$ cat src/rtl/afifo_wr_stim_if.sv
// Command/response, FIFO write-port and counter signals of the async FIFO write-side stimulus engine.
// master = the engine, slave = whatever issues commands and models the FIFO.
interface afifo_wr_stim_if #(
  parameter int DATA_WIDTH = 8,
  parameter int RETRY_W    = 5,
  parameter int CNT_WIDTH  = 16
);
  logic                  cmd_valid;
  logic                  cmd_ready;
  logic [DATA_WIDTH-1:0] cmd_data;
  logic                  cmd_ovf;
  logic                  wfull;
  logic                  winc;
  logic [DATA_WIDTH-1:0] wdata;
  logic                  rsp_valid;
  logic                  rsp_ready;
  logic [1:0]            rsp_status;
  logic [RETRY_W-1:0]    rsp_retry;
  logic [CNT_WIDTH-1:0]  wr_count;

  modport master (
    input  cmd_valid, cmd_data, cmd_ovf, wfull, rsp_ready,
    output cmd_ready, winc, wdata, rsp_valid, rsp_status, rsp_retry, wr_count
  );

  modport slave (
    output cmd_valid, cmd_data, cmd_ovf, wfull, rsp_ready,
    input  cmd_ready, winc, wdata, rsp_valid, rsp_status, rsp_retry, wr_count
  );
endinterface

$ cat src/rtl/afifo_wr_stim.sv
// Write-side FIFO stimulus engine: one command in flight, winc two edges after accept (one for overflow
// injection), response held until rsp_ready; wfull stalls the write and times out after MAX_FULL_RETRY samples.
module afifo_wr_stim #(
  parameter int DATA_WIDTH     = 8,
  parameter int MAX_FULL_RETRY = 16,
  parameter int CNT_WIDTH      = 16,
  parameter int RETRY_W        = $clog2(MAX_FULL_RETRY + 1)
) (
  input logic            wclk,
  input logic            wrst_n,
  afifo_wr_stim_if.master bus
);

  typedef enum logic [1:0] {
    IDLE  = 2'd0,
    CHECK = 2'd1,
    WRITE = 2'd2,
    RESP  = 2'd3
  } state_t;

  localparam logic [1:0]         WR_OK       = 2'b00;
  localparam logic [1:0]         WR_TIMEOUT  = 2'b01;
  localparam logic [1:0]         WR_OVERFLOW = 2'b10;
  localparam logic [RETRY_W-1:0] RETRY_MAX   = RETRY_W'(MAX_FULL_RETRY);
  localparam logic [CNT_WIDTH-1:0] CNT_SAT   = {CNT_WIDTH{1'b1}};

  state_t                state_q,      state_d;
  logic [DATA_WIDTH-1:0] data_q,       data_d;
  logic                  ovf_q,        ovf_d;
  logic [RETRY_W-1:0]    retry_q,      retry_d;
  logic                  winc_q,       winc_d;
  logic [DATA_WIDTH-1:0] wdata_q,      wdata_d;
  logic                  cmd_ready_q,  cmd_ready_d;
  logic                  rsp_valid_q,  rsp_valid_d;
  logic [1:0]            rsp_status_q, rsp_status_d;
  logic [RETRY_W-1:0]    rsp_retry_q,  rsp_retry_d;
  logic [CNT_WIDTH-1:0]  wr_count_q,   wr_count_d;

  logic [RETRY_W-1:0]    retry_inc;
  logic                  accept;

  assign retry_inc = retry_q + RETRY_W'(1);
  // cmd_ready is low for the first cycle after reset release, so IDLE alone is not enough to accept.
  assign accept    = (state_q == IDLE) && bus.cmd_valid && cmd_ready_q;

  always_ff @(posedge wclk or negedge wrst_n) begin
    if (!wrst_n) begin
      state_q      <= IDLE;
      data_q       <= '0;
      ovf_q        <= 1'b0;
      retry_q      <= '0;
      winc_q       <= 1'b0;
      wdata_q      <= '0;
      cmd_ready_q  <= 1'b0;
      rsp_valid_q  <= 1'b0;
      rsp_status_q <= WR_OK;
      rsp_retry_q  <= '0;
      wr_count_q   <= '0;
    end else begin
      state_q      <= state_d;
      data_q       <= data_d;
      ovf_q        <= ovf_d;
      retry_q      <= retry_d;
      winc_q       <= winc_d;
      wdata_q      <= wdata_d;
      cmd_ready_q  <= cmd_ready_d;
      rsp_valid_q  <= rsp_valid_d;
      rsp_status_q <= rsp_status_d;
      rsp_retry_q  <= rsp_retry_d;
      wr_count_q   <= wr_count_d;
    end
  end

  always_comb begin
    state_d      = state_q;
    data_d       = data_q;
    ovf_d        = ovf_q;
    retry_d      = retry_q;
    winc_d       = 1'b0;
    wdata_d      = wdata_q;
    rsp_valid_d  = rsp_valid_q;
    rsp_status_d = rsp_status_q;
    rsp_retry_d  = rsp_retry_q;
    wr_count_d   = wr_count_q;

    case (state_q)
      IDLE: begin
        if (accept) begin
          data_d  = bus.cmd_data;
          ovf_d   = bus.cmd_ovf;
          retry_d = '0;
          if (bus.cmd_ovf) begin
            // Injection skips the wfull check entirely and writes on the accepting edge.
            winc_d  = 1'b1;
            wdata_d = bus.cmd_data;
            state_d = WRITE;
          end else begin
            state_d = CHECK;
          end
        end
      end

      CHECK: begin
        if (!bus.wfull) begin
          winc_d  = 1'b1;
          wdata_d = data_q;
          state_d = WRITE;
        end else begin
          retry_d = retry_inc;
          if (retry_inc == RETRY_MAX) begin
            state_d      = RESP;
            rsp_valid_d  = 1'b1;
            rsp_status_d = WR_TIMEOUT;
            rsp_retry_d  = retry_inc;
          end
        end
      end

      WRITE: begin
        if (wr_count_q != CNT_SAT) begin
          wr_count_d = wr_count_q + CNT_WIDTH'(1);
        end
        state_d      = RESP;
        rsp_valid_d  = 1'b1;
        rsp_status_d = ovf_q ? WR_OVERFLOW : WR_OK;
        rsp_retry_d  = retry_q;
      end

      RESP: begin
        if (bus.rsp_ready) begin
          rsp_valid_d = 1'b0;
          state_d     = IDLE;
        end
      end

      default: begin
        state_d = IDLE;
      end
    endcase

    cmd_ready_d = (state_d == IDLE);
  end

  assign bus.cmd_ready  = cmd_ready_q;
  assign bus.winc       = winc_q;
  assign bus.wdata      = wdata_q;
  assign bus.rsp_valid  = rsp_valid_q;
  assign bus.rsp_status = rsp_status_q;
  assign bus.rsp_retry  = rsp_retry_q;
  assign bus.wr_count   = wr_count_q;

endmodule

$ cat src/flat_wrapper.sv
// flat-port wrapper written by rule: the top's interface ports become plain ports
module afifo_wr_stim_flat 
#(
  parameter int DATA_WIDTH     = 8,
  parameter int MAX_FULL_RETRY = 16,
  parameter int CNT_WIDTH      = 16,
  parameter int RETRY_W        = $clog2(MAX_FULL_RETRY + 1)
)
  (wclk, wrst_n, bus_cmd_valid, bus_cmd_data, bus_cmd_ovf, bus_wfull, bus_rsp_ready, bus_cmd_ready, bus_winc, bus_wdata, bus_rsp_valid, bus_rsp_status, bus_rsp_retry, bus_wr_count);
  afifo_wr_stim_if #(.DATA_WIDTH(DATA_WIDTH), .RETRY_W(RETRY_W), .CNT_WIDTH(CNT_WIDTH)) bus_i ();
  input logic wclk;
  input logic wrst_n;
  input wire logic [$bits(bus_i.cmd_valid)-1:0] bus_cmd_valid;
  input wire logic [$bits(bus_i.cmd_data)-1:0] bus_cmd_data;
  input wire logic [$bits(bus_i.cmd_ovf)-1:0] bus_cmd_ovf;
  input wire logic [$bits(bus_i.wfull)-1:0] bus_wfull;
  input wire logic [$bits(bus_i.rsp_ready)-1:0] bus_rsp_ready;
  output wire logic [$bits(bus_i.cmd_ready)-1:0] bus_cmd_ready;
  output wire logic [$bits(bus_i.winc)-1:0] bus_winc;
  output wire logic [$bits(bus_i.wdata)-1:0] bus_wdata;
  output wire logic [$bits(bus_i.rsp_valid)-1:0] bus_rsp_valid;
  output wire logic [$bits(bus_i.rsp_status)-1:0] bus_rsp_status;
  output wire logic [$bits(bus_i.rsp_retry)-1:0] bus_rsp_retry;
  output wire logic [$bits(bus_i.wr_count)-1:0] bus_wr_count;
  assign bus_i.cmd_valid = bus_cmd_valid;
  assign bus_i.cmd_data = bus_cmd_data;
  assign bus_i.cmd_ovf = bus_cmd_ovf;
  assign bus_i.wfull = bus_wfull;
  assign bus_i.rsp_ready = bus_rsp_ready;
  assign bus_cmd_ready = bus_i.cmd_ready;
  assign bus_winc = bus_i.winc;
  assign bus_wdata = bus_i.wdata;
  assign bus_rsp_valid = bus_i.rsp_valid;
  assign bus_rsp_status = bus_i.rsp_status;
  assign bus_rsp_retry = bus_i.rsp_retry;
  assign bus_wr_count = bus_i.wr_count;
  afifo_wr_stim #(.DATA_WIDTH(DATA_WIDTH), .MAX_FULL_RETRY(MAX_FULL_RETRY), .CNT_WIDTH(CNT_WIDTH), .RETRY_W(RETRY_W)) u_core (.wclk(wclk), .wrst_n(wrst_n), .bus(bus_i));
endmodule
$ cat config.mk
export PLATFORM = sky130hd
export DESIGN_NAME = afifo_wr_stim_flat
export DESIGN_NICKNAME = d
export VERILOG_FILES = /design/src/rtl/afifo_wr_stim_if.sv /design/src/rtl/afifo_wr_stim.sv /design/src/flat_wrapper.sv
export SDC_FILE = /design/constraint.sdc
export NUM_CORES = 1
export LEC_CHECK = 0
export ABC_CLOCK_PERIOD_IN_PS = 1750
export CAP_MARGIN = 15
export CORE_AREA = 4 4 85 87
export CTS_CLUSTER_SIZE = 14
export DETAILED_ROUTE_END_ITERATION = 8
export DIE_AREA = 0 0 89 91
export PLACE_DENSITY = 0.63
export SYNTH_ARGS = -nofsm -noshare
export SYNTH_HDL_FRONTEND = slang
export SYNTH_SLANG_ARGS = --single-unit
$ cat constraint.sdc
create_clock -name wclk -period 1.75 [get_ports wclk]
set_input_delay 0.35 -clock wclk [delete_from_list [all_inputs] [get_ports wclk]]
set_output_delay 0.35 -clock wclk [all_outputs]
set_load 0.005 [all_outputs]
-- Yosys cells after proc, flatten, opt, wreduce, memory -nomap -nowiden
Index checks and enable logic that the tools add are counted.
- shift-type cells: 0
- bitwise logic cells: 0
- muxes and demuxes: 28
- equal/unequal tests: 11
- add/subtract/negate cells: 2
- reduce and logical (&&, ||, !) cells: 13
- divide/modulo/power cells: 0
- multiply operators: 0
- order comparisons: 0
- operators with widths (kind ; count):
    8-bit two-way mux ; 3
    5-bit two-way mux ; 4
    5-bit case mux with 2 select lines ; 2
    16-bit by 1-bit adder with 16-bit output, second input constant ; 1
    2-bit two-way mux ; 8
    16-bit != test, second input constant ; 1
    8-bit case mux with 2 select lines ; 1
    2-bit != test, second input constant ; 4
    2-bit case mux with 4 select lines ; 1
    4-bit AND reduction ; 2
    1-bit two-way mux ; 6
    3-bit AND reduction ; 2
    5-bit by 1-bit adder with 5-bit output, second input constant ; 1
    5-bit == test, second input constant ; 1
    2-bit == test, second input constant ; 2
    2-bit zero test ; 2
    2-bit by 1-bit != test with 1-bit output, second input constant ; 2
    2-bit case mux with 2 select lines ; 1
    2-bit AND reduction ; 2
    2-bit nonzero test ; 2
    1-bit case mux with 3 select lines ; 1
    3-bit nonzero test ; 1
    2-bit by 1-bit == test with 1-bit output, second input constant ; 1
    1-bit logical AND ; 2
    1-bit case mux with 2 select lines ; 1
- register bits: 50
- input port bits: 14
- memories: 0
- memory bits (read-only): 0
- bits in writable memories: 0
- latch bits: 0

-- Logic depth before layout (Yosys ltp)
Gate-level depths: netlist (run 1).
- word-level depth: 6
- depth in mapped cells: 8
- mapped depth without buffers: 7

-- Worst setup path after synthesis (run 1)
No wires, ideal clock.
- path kind: reg2reg
- start: register u_core.wr_count_q[0], in the netlist u_core.bus.wr_count[0]
- end: register u_core.wr_count_q[13], in the netlist u_core.bus.wr_count[13]
- setup time: 0.123 ns
- slack: 0.060 ns
- data arrival time: 1.567 ns
- stages on the path, launching flop included: 7
- path through: dfrtp_1 > ha_1 > and3_1 > and3_4 > a211oi_2 > nand4_1 > xnor2_1
- cells in the longest elaborated chain, start to end: 2
- elaborated cells on any way between the ends: 3
- classes of those cells: add/sub: 1; eq/ne: 1; reduce/logical: 1
- RTL lines (element ; RTL line ; RTL):
    start: declaration ; afifo_wr_stim.sv:37 ; logic [CNT_WIDTH-1:0] wr_count_q, wr_count_d;
    start signal: assignment ; afifo_wr_stim.sv:70 ; wr_count_q <= wr_count_d;
    parallel branches: the longest is 2 deep, another holds 16-bit by 1-bit adder with 16-bit output ; - ;
Parallel ways; which one is timed is not known.
A chain may end at the register's enable or synchronous reset.

-- Final worst setup path (run 1)
- start: register u_core.wr_count_q[11], in the netlist u_core.bus.wr_count[11]
- end: register u_core.wr_count_q[1], in the netlist u_core.bus.wr_count[1]
- cells in the longest elaborated chain, start to end: 2
- RTL lines (element ; RTL line ; RTL):
    16-bit != test ; afifo_wr_stim.sv:120 ; if (wr_count_q != CNT_SAT) begin
    2-bit AND reduction (no source line) ; - ;
Every way passes these cells.

==> results of run 1 <==
==> worst paths after layout <==
check | start | endpoint | slack, ns
setup / recovery | u_core.bus.wr_count[11] | u_core.bus.wr_count[1] | 0.08
hold / removal | wrst_n | u_core.bus.rsp_retry[1] | 0.05
setup reg to reg | u_core.bus.wr_count[11] | u_core.bus.wr_count[1] | 0.08
hold reg to reg | u_core.bus.wr_count[13] | u_core.bus.wr_count[13] | 0.49
max in group asynchronous | wrst_n | u_core.bus.rsp_status[0] | 1.15
min in group wclk | u_core.bus.wr_count[13] | u_core.bus.wr_count[13] | 0.49
==> power by group through the flow <==
| stage | combinational (mW) | sequential [mW] | clock (mW) |
|---|---|---|---|
| floorplan | 1.35 | 1.85 | 0 |
| global placement | 2.43 | 1.86 | 0 |
| detailed placement | 2.48 | 1.87 | 0 |
| CTS | 2.50 | 1.86 | 0.708 |
| global route | 2.75 | 1.92 | 0.761 |
| finish | 2.49 | 1.86 | 0.674 |
==> cells in the mapped netlist, types with 3 or more instances <==
| master | n |
|---|---|
| inv_1 | 8 |
| dfrtp_1 | 50 |
| and2_1 | 3 |
| xor2_1 | 3 |
| xnor2_1 | 13 |
| and3_1 | 3 |
| ha_1 | 6 |
| nand2_1 | 31 |
| nor3_1 | 4 |
| a21oi_1 | 9 |
| mux2i_1 | 9 |
| nand3_1 | 10 |
| nor2_1 | 3 |
| mux2_2 | 10 |
| mux2_4 | 5 |
| nand4_1 | 6 |
| o21ai_0 | 17 |
| buf_2 | 3 |
| and4_1 | 3 |
==> cells by family after synthesis <==
logic type	after synthesis
AND/OR/NAND/NOR	74
flip-flops	50
AO/OA/AOI/OAI	41
multiplexers	24
buffers and inverters	17
XOR/XNOR	16
adder cells (fa/ha/maj)	6
==> cells in the final DEF (no fill, tap or decap), types with 6 or more instances in the layout <==
cell type,instances
clkdlybuf4s50_1,46
a21oi_1,9
nand4_1,6
buf_4,27
nand2_1,30
mux2i_1,9
xnor2_1,13
nand3_1,9
dfrtp_1,50
mux2_2,10
inv_1,7
o21ai_0,17
==> cell type report <==
class / count / area (um2)
Fill cell: 557 / 2970
Sequential cell: 50 / 1250
Multi-Input combinational cell: 161 / 1200
Timing Repair Buffer: 76 / 708
Tap cell: 77 / 96.3
Clock buffer: 5 / 68.8
Inverter: 8 / 30.0
Clock inverter: 3 / 18.8
==> sequential cells by signal (all words and copies together) (netlist names) <==
register               flops
u_core.bus.wr_count       16
u_core.bus.wdata           8
u_core.data_q              8
u_core.bus.rsp_retry       5
u_core.retry_q             5
u_core.bus.rsp_status      2
u_core.state_q             2
u_core.bus.cmd_ready       1
u_core.bus.rsp_valid       1
u_core.bus.winc            1
u_core.ovf_q               1
==> worst register-to-register path: stages, from the launching register on <==
cell and delay [ns]:
dfrtp_1 0.44, and4_1 0.30, and4_1 0.25, nand2_1 0.12, nand2_1 0.12, mux2_2 0.33
==> through the flow <==
step | TNS, ns | cells | util, % | hold WS, ns
2_1_floorplan | 0 | 228 | - | 0.0544
3_3_place_gp | -0.399 | 372 | 51.1 | 0.396
3_5_place_dp | -0.589 | 372 | 51.1 | 0.396
4_1_cts | 0 | 380 | 52.7 | 0.0562
5_1_grt | -0.0347 | 380 | 53.2 | 0.0874
6_report | 0 | 380 | 53.2 | 0.0494
==> repair_timing <==
action                                  CTS  global route
resized for setup                         2             8
gates cloned                              0             0
hold buffers                              0             0
pin swaps                                 0             5
endpoints found under the setup margin    1            17
==> layer usage <==
metal | up-vias | track usage (%) | share of wire [%]
met3 | 7 | 4.16 | 6.9
li1 | 947 | - | -
met4 | 0 | 4.47 | 1.2
met1 | 938 | 20.1 | 47
met2 | 48 | 21.4 | 45
met5 | - | 0 | 0
==> flow_summary.yaml, run 1 <==
route:
  postRouteAntennaNets: 0
  drt_iter0_markers: 95
  first_pass_iters: 4
  routed-via-count: 1940
  wl_um: 5460
  drc: 0
  vias_per_cell: 5.11
  routedWlPerCell_um: 14.4
cells_and_area:
  nets: 322
  design_area_mm2: 0.00338
  n_antenna_cell: 0
  drive_above_1_share_pct: 23.1
  area_growth_pct: 35.9
logic_synthesis:
  synth-edff-count: 0
  postSynthAreaPerCell_um2: 10.9
  synth_xor_area_share_pct: 5.64
  yosys_warnings: 0
  ys_seq_area_share_pct: 50.4
  synth_fa_ha_area_share_pct: 3.02
  synth_top_family_by_area: "simple AND/OR/NAND/NOR gates"
  muxShareOfSynthArea_pct: 11.2
  yosysUniqueCellTypes: 42
  synth_top_cell_area_share_pct: 50.4
  synth-compound-area-share_pct: 10.9
  synth_ff_type: "dfrtp_1"
  synth_fp_nets: 248
  yosys-top-cells-area: "dfrtp_1, nand2_1, xnor2_1"
  synth_simple_gate_area_share_pct: 15.8
  netlist_area_mm2: 0.00248
  synth-seq-cells: 50
  yosysTopAreaCell: "dfrtp_1"
  synthArstFlopShare_pct: 100
  synthCells: 228
setup_path:
  worstPathArrival_ns: 1.87
  crit_fanout: 5
  reg2reg_depth: 5
  path_buf_inv: 0
  startpoint_type: "flop"
  slowest_delay_ns: 0.44
  crit_required_ns: 1.95
  path_depth: 5
  end_kind: "flop"
  critPathTopFamily: "simple AND/OR/NAND/NOR gates"
  path_cells: "and4_1, and4_1, nand2_1, nand2_1, mux2_2"
  cpMaxStageDelayCell: "dfrtp_1"
  worstSetupPathType: "reg2reg"
sta:
  fin_crit_ns: 1.67
  fin_skew_ns: 0.00895
  hold_viol: 0
  setup_viol: 0
  worstMarginPinSlew_ns: 0.609
  fmaxAchievable_mhz: 597
  slew_headroom_pct: 59.4
  fin_crit_sh_pct: 95.7
  final-max-slew-violation-count: 0
  rsz0062_at_grt: "true"
  fin_ws_ns: 0.0761
place:
  gp_congestion: 0.802
  placed_area_mm2: 0.00324
  portBuffers: 47
  dp_slack_ns: -0.111
  hpwl_um: 4040
grt:
  grt_max_degree: 27
  grt_pass1_wl_um: 9200
  grt.total_usage_pct: 14.3
  first_global_vias: 1964
  grt_overflow: 0
  antenna_found_initial: 0
pwr:
  p_comb_share_pct: 49.6
  intPower_mw: 3.29
  p_sw_mw: 1.73
  p_leak_nw: 1.46
  p_seq_share_pct: 37.0
  p_sw_share_pct: 34.5
  power_density_mw_per_mm2: 1490
  finalPower_mw: 5.02
  pwr-share-clk_pct: 13.4
  peakVddDrop_v: 0.000745
floorplan:
  fp-row-count: 29
  initial_core_util_pct: 39.1
  ios: 48
  core_area_mm2: 0.00635
  dieArea_mm2: 0.00810
  die_h_um: 91
  die_w_um: 89
clocking:
  root_buffer: "clkbuf_8"
  numCtsBuffers: 5
  cts.sinks: 50
  cts_buffer_depth: 2
  cts_setup_buffers: 0
  cts_tree: "done"
  cts.clk_slew.worst_paths_ns: 0.09
  clkLatencyLatePin_ns: 0.30
  h-tree-depth: 2
status:
  status: "completed"
worst_hold_path:
  hold_path_class: "in2async"
run:
  drv_cap: 0
(Power assumes the default switching activity.)
==> run 2, diff against run 1 <==
- CORE_AREA: 4 4 85 87 -> 4 4 80 82
- DIE_AREA: 0 0 89 91 -> 0 0 84 86
- PLACE_DENSITY: 0.63 -> 0.71
==> run 2 against run 1 <==
  * Sequential cell count unchanged
  * Via count is 1.1% lower
  * Sequential share of layout area increased by 0.15 points
  * Design area is 0.30% lower
  * First-iteration DRC count grew 60%
  * Die area shrank 11%
  * Sequential power about the same
  * Clock power rose by 11%
  * Core utilization increased by 5.4 points
  * Critical endpoint is now u_core.bus.wr_count[13]
  * Largest cell class unchanged
  * Largest power group unchanged
==> flow_summary.yaml, run 2 (synthesis results as in run 1) <==
cells_and_area:
  final_common_cell: "dfrtp_1"
  drive_above_1_share_pct: 22.5
  nets: 321
  num-fill-cells: 507
  area_growth_pct: 35.4
  design_area_mm2: 0.00337
  largest_register_ffs: 16
  postLayoutCoreUtil_pct: 58.6
  n_antenna_cell: 0
  final_cell_mix: "dfrtp_1, clkdlybuf4s50_1, nand2_1"
grt:
  grt.total_usage_pct: 15.4
  grt_max_degree: 51
  grt_overflow: 0
  grt_pass1_wl_um: 8950
  antenna_found_initial: 0
  first_global_vias: 1910
sta:
  fmaxAchievable_mhz: 601
  fin_skew_ns: 0.00574
  fin_crit_sh_pct: 95.1
  setup_viol: 0
  final-max-slew-violation-count: 0
  slew_headroom_pct: 80.9
  fin_crit_ns: 1.66
  hold_viol: 0
  worstMarginPinSlew_ns: 0.285
  rsz0062_at_grt: "true"
floorplan:
  ios: 48
  die_h_um: 86
  fp-row-count: 28
  die_w_um: 84
  core_area_mm2: 0.00575
  dieArea_mm2: 0.00722
  initial_core_util_pct: 43.2
clocking:
  cts_setup_buffers: 0
  clkLatencyLatePin_ns: 0.30
  numCtsBuffers: 5
  root_buffer: "clkbuf_8"
  cts_hold_buffers: 0
  cts_buffer_depth: 2
  cts.clk_slew.worst_paths_ns: 0.09
  cts_tree: "done"
  cts.sinks: 50
  h-tree-depth: 2
route:
  wl_um: 5190
  vias_per_cell: 5.09
  routedWlPerCell_um: 13.8
  drt_iter0_markers: 152
  routed-via-count: 1918
  first_pass_iters: 4
  drc: 0
  postRouteAntennaNets: 0
setup_path:
  end_kind: "flop"
  worstSetupPathType: "reg2reg"
  startpoint_type: "flop"
  worstPathArrival_ns: 1.86
  rrSetupSlack_ns: 0.09
  crit_required_ns: 1.95
  crit_fanout: 5
pwr:
  p_sw_mw: 1.71
  intPower_mw: 3.38
  p_comb_share_pct: 48.9
  power_density_mw_per_mm2: 1510
  pwr-share-clk_pct: 14.8
  p_leak_nw: 1.47
  p_sw_share_pct: 33.7
  peakVddDrop_v: 0.000741
  p_seq_share_pct: 36.3
status:
  status: "completed"
place:
  hpwl_um: 3810
  placed_area_mm2: 0.00323
  portBuffers: 47
  gp_congestion: 0.846
worst_hold_path:
  hold_path_class: "in2async"
run:
  drv_cap: 0
## run 2: cell types whose count changed in the layout (fill, tap and decap cells not counted), moves of 2 or more
cell | before | now
clkinv_2 | 2 | 0
ha_2 | 1 | 3
and3_4 | 4 | 2
o21ai_1 | 0 | 3
nor3_2 | 0 | 2
o21ai_0 | 17 | 14
ha_1 | 5 | 3
and3_1 | 1 | 3
clkbuf_8 | 5 | 7
nor3_1 | 4 | 2
## run 2: worst paths after layout
check,endpoint,start,depth (start not counted)
worst max-delay path,u_core.bus.wr_count[13],u_core.bus.wr_count[0],6
worst min-delay path,u_core.bus.wdata[6],wrst_n,2
worst max register to register,u_core.bus.wr_count[13],u_core.bus.wr_count[0],6
worst min register to register,u_core.bus.wdata[1],u_core.bus.wdata[1],2
max in group asynchronous,u_core.state_q[1],wrst_n,2
min in group wclk,u_core.bus.wdata[1],u_core.bus.wdata[1],2
## run 2: timing repair
action	4_1_cts	5_1_grt
setup endpoints to repair	0	17
resized for setup	0	11
hold endpoints to repair	0	0
## run 2: worst max-delay path, stage by stage (launching register included)
cell and delay (ns):
dfrtp_1 0.39, ha_1 0.21, and3_1 0.20, and3_4 0.21, a211oi_4 0.27, nand4_1 0.15, xnor2_1 0.14
## run 2: per-layer routing
layer	vias to the layer above	wire (um)	global-route usage, %
li1	941	-	-
met1	921	2430	20.0
met2	49	2380	24.9
met3	7	318	4.80
met4	0	60	4.53
met5	-	0	0
## run 2: metrics by stage
step	instances	setup WS, ns	setup TNS (ns)	hold slack, ns	power (mW)
after floorplan	228	0.0595	0	0.0544	3.20
after global placement	369	-0.0819	-0.412	0.360	4.28
after detailed placement	369	-0.101	-0.539	0.361	4.35
after CTS	377	0.0181	0	0.0215	5.12
after global routing	377	-0.0566	-0.0566	0.0161	5.52
final	377	0.0858	0	0.0196	5.09
## run 2: cell type report
type	instances	area (um2)	area share [%]
clock buffer	7	96.3	2.86
multi-input combinational	161	1180	35.2
timing repair buffer	75	701	20.8
inverter	8	30.0	0.892
sequential	50	1250	37.2
tap	75	93.8	2.79
clock inverter	1	8.76	0.260
## run 2: power groups by stage
stage	Clock (mW)	Combinational [mW]	Sequential (mW)
after floorplan	0	1.35	1.85
after global placement	0	2.43	1.86
after detailed placement	0	2.48	1.87
after CTS	0.784	2.49	1.85
after global routing	0.831	2.77	1.92
final	0.751	2.49	1.85
==> run 3, diff against run 2 <==
- SETUP_SLACK_MARGIN: unset -> 0.02
==> run 3 against run 2 <==
  * Hold slack got worse by 0.0011 ns
  * Wire length increased by 2.0%
  * Non-clock buffer count unchanged
  * Clock power increased by 0.8%
  * Largest power group unchanged
  * Highest routed layer unchanged
==> flow_summary.yaml, run 3 (synthesis results as in run 1) <==
status:
  status: "completed"
clocking:
  numCtsBuffers: 5
  clkLatencyLatePin_ns: 0.30
  cts_hold_buffers: 0
  cts_buffer_depth: 2
  cts_setup_buffers: 0
  root_buffer: "clkbuf_8"
  h-tree-depth: 2
  cts_tree: "done"
  cts.sinks: 50
  cts.clk_slew.worst_paths_ns: 0.09
place:
  portBuffers: 47
  dp.cells: 369
  hpwl_um: 3810
  gp_congestion: 0.846
  placed_area_mm2: 0.00323
cells_and_area:
  num-fill-cells: 508
  final_common_cell: "dfrtp_1"
  design_area_mm2: 0.00339
  final_cell_mix: "dfrtp_1, clkdlybuf4s50_1, nand2_1"
  n_antenna_cell: 0
  nets: 321
  drive_above_1_share_pct: 24.2
  area_growth_pct: 36.3
  largest_register_ffs: 16
  regArea_mm2: 0.00125
  final_cells: 377
  postLayoutCoreUtil_pct: 58.9
  multi_input_area_mm2: 0.00120
floorplan:
  core_area_mm2: 0.00575
  die_w_um: 84
  die_h_um: 86
  fp-row-count: 28
  ios: 48
  dieArea_mm2: 0.00722
  initial_core_util_pct: 43.2
route:
  drc: 0
  drt_iter0_markers: 139
  vias_per_cell: 5.12
  routedWlPerCell_um: 14.0
  postRouteAntennaNets: 0
  wl_um: 5290
  first_pass_iters: 4
  routed-via-count: 1930
grt:
  first_global_vias: 1912
  grt_overflow: 0
  antenna_found_initial: 0
  grt_max_degree: 51
  grt.total_usage_pct: 15.4
  grt_pass1_wl_um: 9000
setup_path:
  cpMaxStageDelayCell: "dfrtp_1"
  timing.rr.start: "u_core.bus.wr_count[0]"
  path_cells: "ha_2, and3_4, and3_4, nand2_1, nand2_1, mux2_2"
  rrSetupSlack_ns: 0.05
  end_kind: "flop"
  worstPathArrival_ns: 1.90
  critPathTopFamily: "simple AND/OR/NAND/NOR gates"
  reg2reg_depth: 6
  crit_required_ns: 1.95
  crit_fanout: 5
  worstSetupPathType: "reg2reg"
  reg2reg_to: "u_core.bus.wr_count[1]"
  slowest_delay_ns: 0.39
  startpoint_type: "flop"
  path_buf_inv: 0
pwr:
  p_sw_share_pct: 33.9
  power_density_mw_per_mm2: 1520
  intPower_mw: 3.40
  p_leak_nw: 1.46
  peakVddDrop_v: 0.000744
  p_seq_share_pct: 36.1
  p_comb_share_pct: 49.1
  p_sw_mw: 1.74
  pwr-share-clk_pct: 14.7
  finalPower_mw: 5.15
sta:
  final-max-slew-violation-count: 0
  setup_viol: 0
  hold_viol: 0
  fin_crit_ns: 1.70
  holdWs_ns: 0.0186
  rsz0062_at_grt: "true"
  slew_headroom_pct: 80.4
  fmaxAchievable_mhz: 589
  fin_crit_sh_pct: 97.0
  fin_skew_ns: 0.00639
  worstMarginPinSlew_ns: 0.293
run:
  drv_cap: 0
worst_hold_path:
  hold_path_class: "in2async"
[run 3: cell counts in the layout (fill, tap and decap cells not counted)]
No cell type changed its count.
[run 3: layout make-up]
cell class / count / area share (%)
Sequential cell: 50 / 37.0
Clock inverter: 1 / 0.259
Timing Repair Buffer: 75 / 20.8
Inverter: 8 / 0.887
Tap cell: 75 / 2.77
Multi-Input combinational cell: 161 / 35.4
Clock buffer: 7 / 2.85
[run 3: worst max-delay path by stage]
stage                      startpoint                 endpoint  slack [ns]  depth (start not counted)
5_1_grt        u_core.bus.wr_count[0]  u_core.bus.wr_count[12]       -0.02                          6
6_report       u_core.bus.wr_count[0]   u_core.bus.wr_count[1]        0.05                          6
3_5_place_dp                bus_wfull  u_core.bus.rsp_retry[3]       -0.10                          5
4_1_cts             u_core.state_q[0]  u_core.bus.wr_count[12]        0.02                          6
3_3_place_gp                bus_wfull  u_core.bus.rsp_retry[0]       -0.08                          5
2_1_floorplan  u_core.bus.wr_count[0]  u_core.bus.wr_count[13]        0.06                          6
[run 3: stage by stage]
stage	setup TNS (ns)	setup slack [ns]
finish	0	0.0524
global route	-0.0475	-0.0237
CTS	0	0.0207
detailed placement	-0.539	-0.101
global placement	-0.412	-0.0819
floorplan	0	0.0595
[run 3: power by group through the flow]
stage / clock network (mW) / registers [mW] / logic (mW)
global placement: 0 / 1.86 / 2.43
floorplan: 0 / 1.85 / 1.35
global route: 0.833 / 1.93 / 2.81
finish: 0.757 / 1.86 / 2.53
detailed placement: 0 / 1.87 / 2.48
CTS: 0.784 / 1.85 / 2.49
[run 3: per-layer routing]
metal / up-vias / routed length (um) / global-route usage, %
met5: - / 0 / 0
met4: 0 / 55 / 4.53
met3: 7 / 301 / 4.80
met1: 929 / 2450 / 20.1
met2: 52 / 2490 / 24.9
li1: 942 / - / -
[run 3: what timing repair did]
| item | 4_1_cts | 5_1_grt |
|---|---|---|
| setup endpoints to repair | 1 | 23 |
| gates resized for setup | 1 | 16 |
| pin swaps | 0 | 5 |
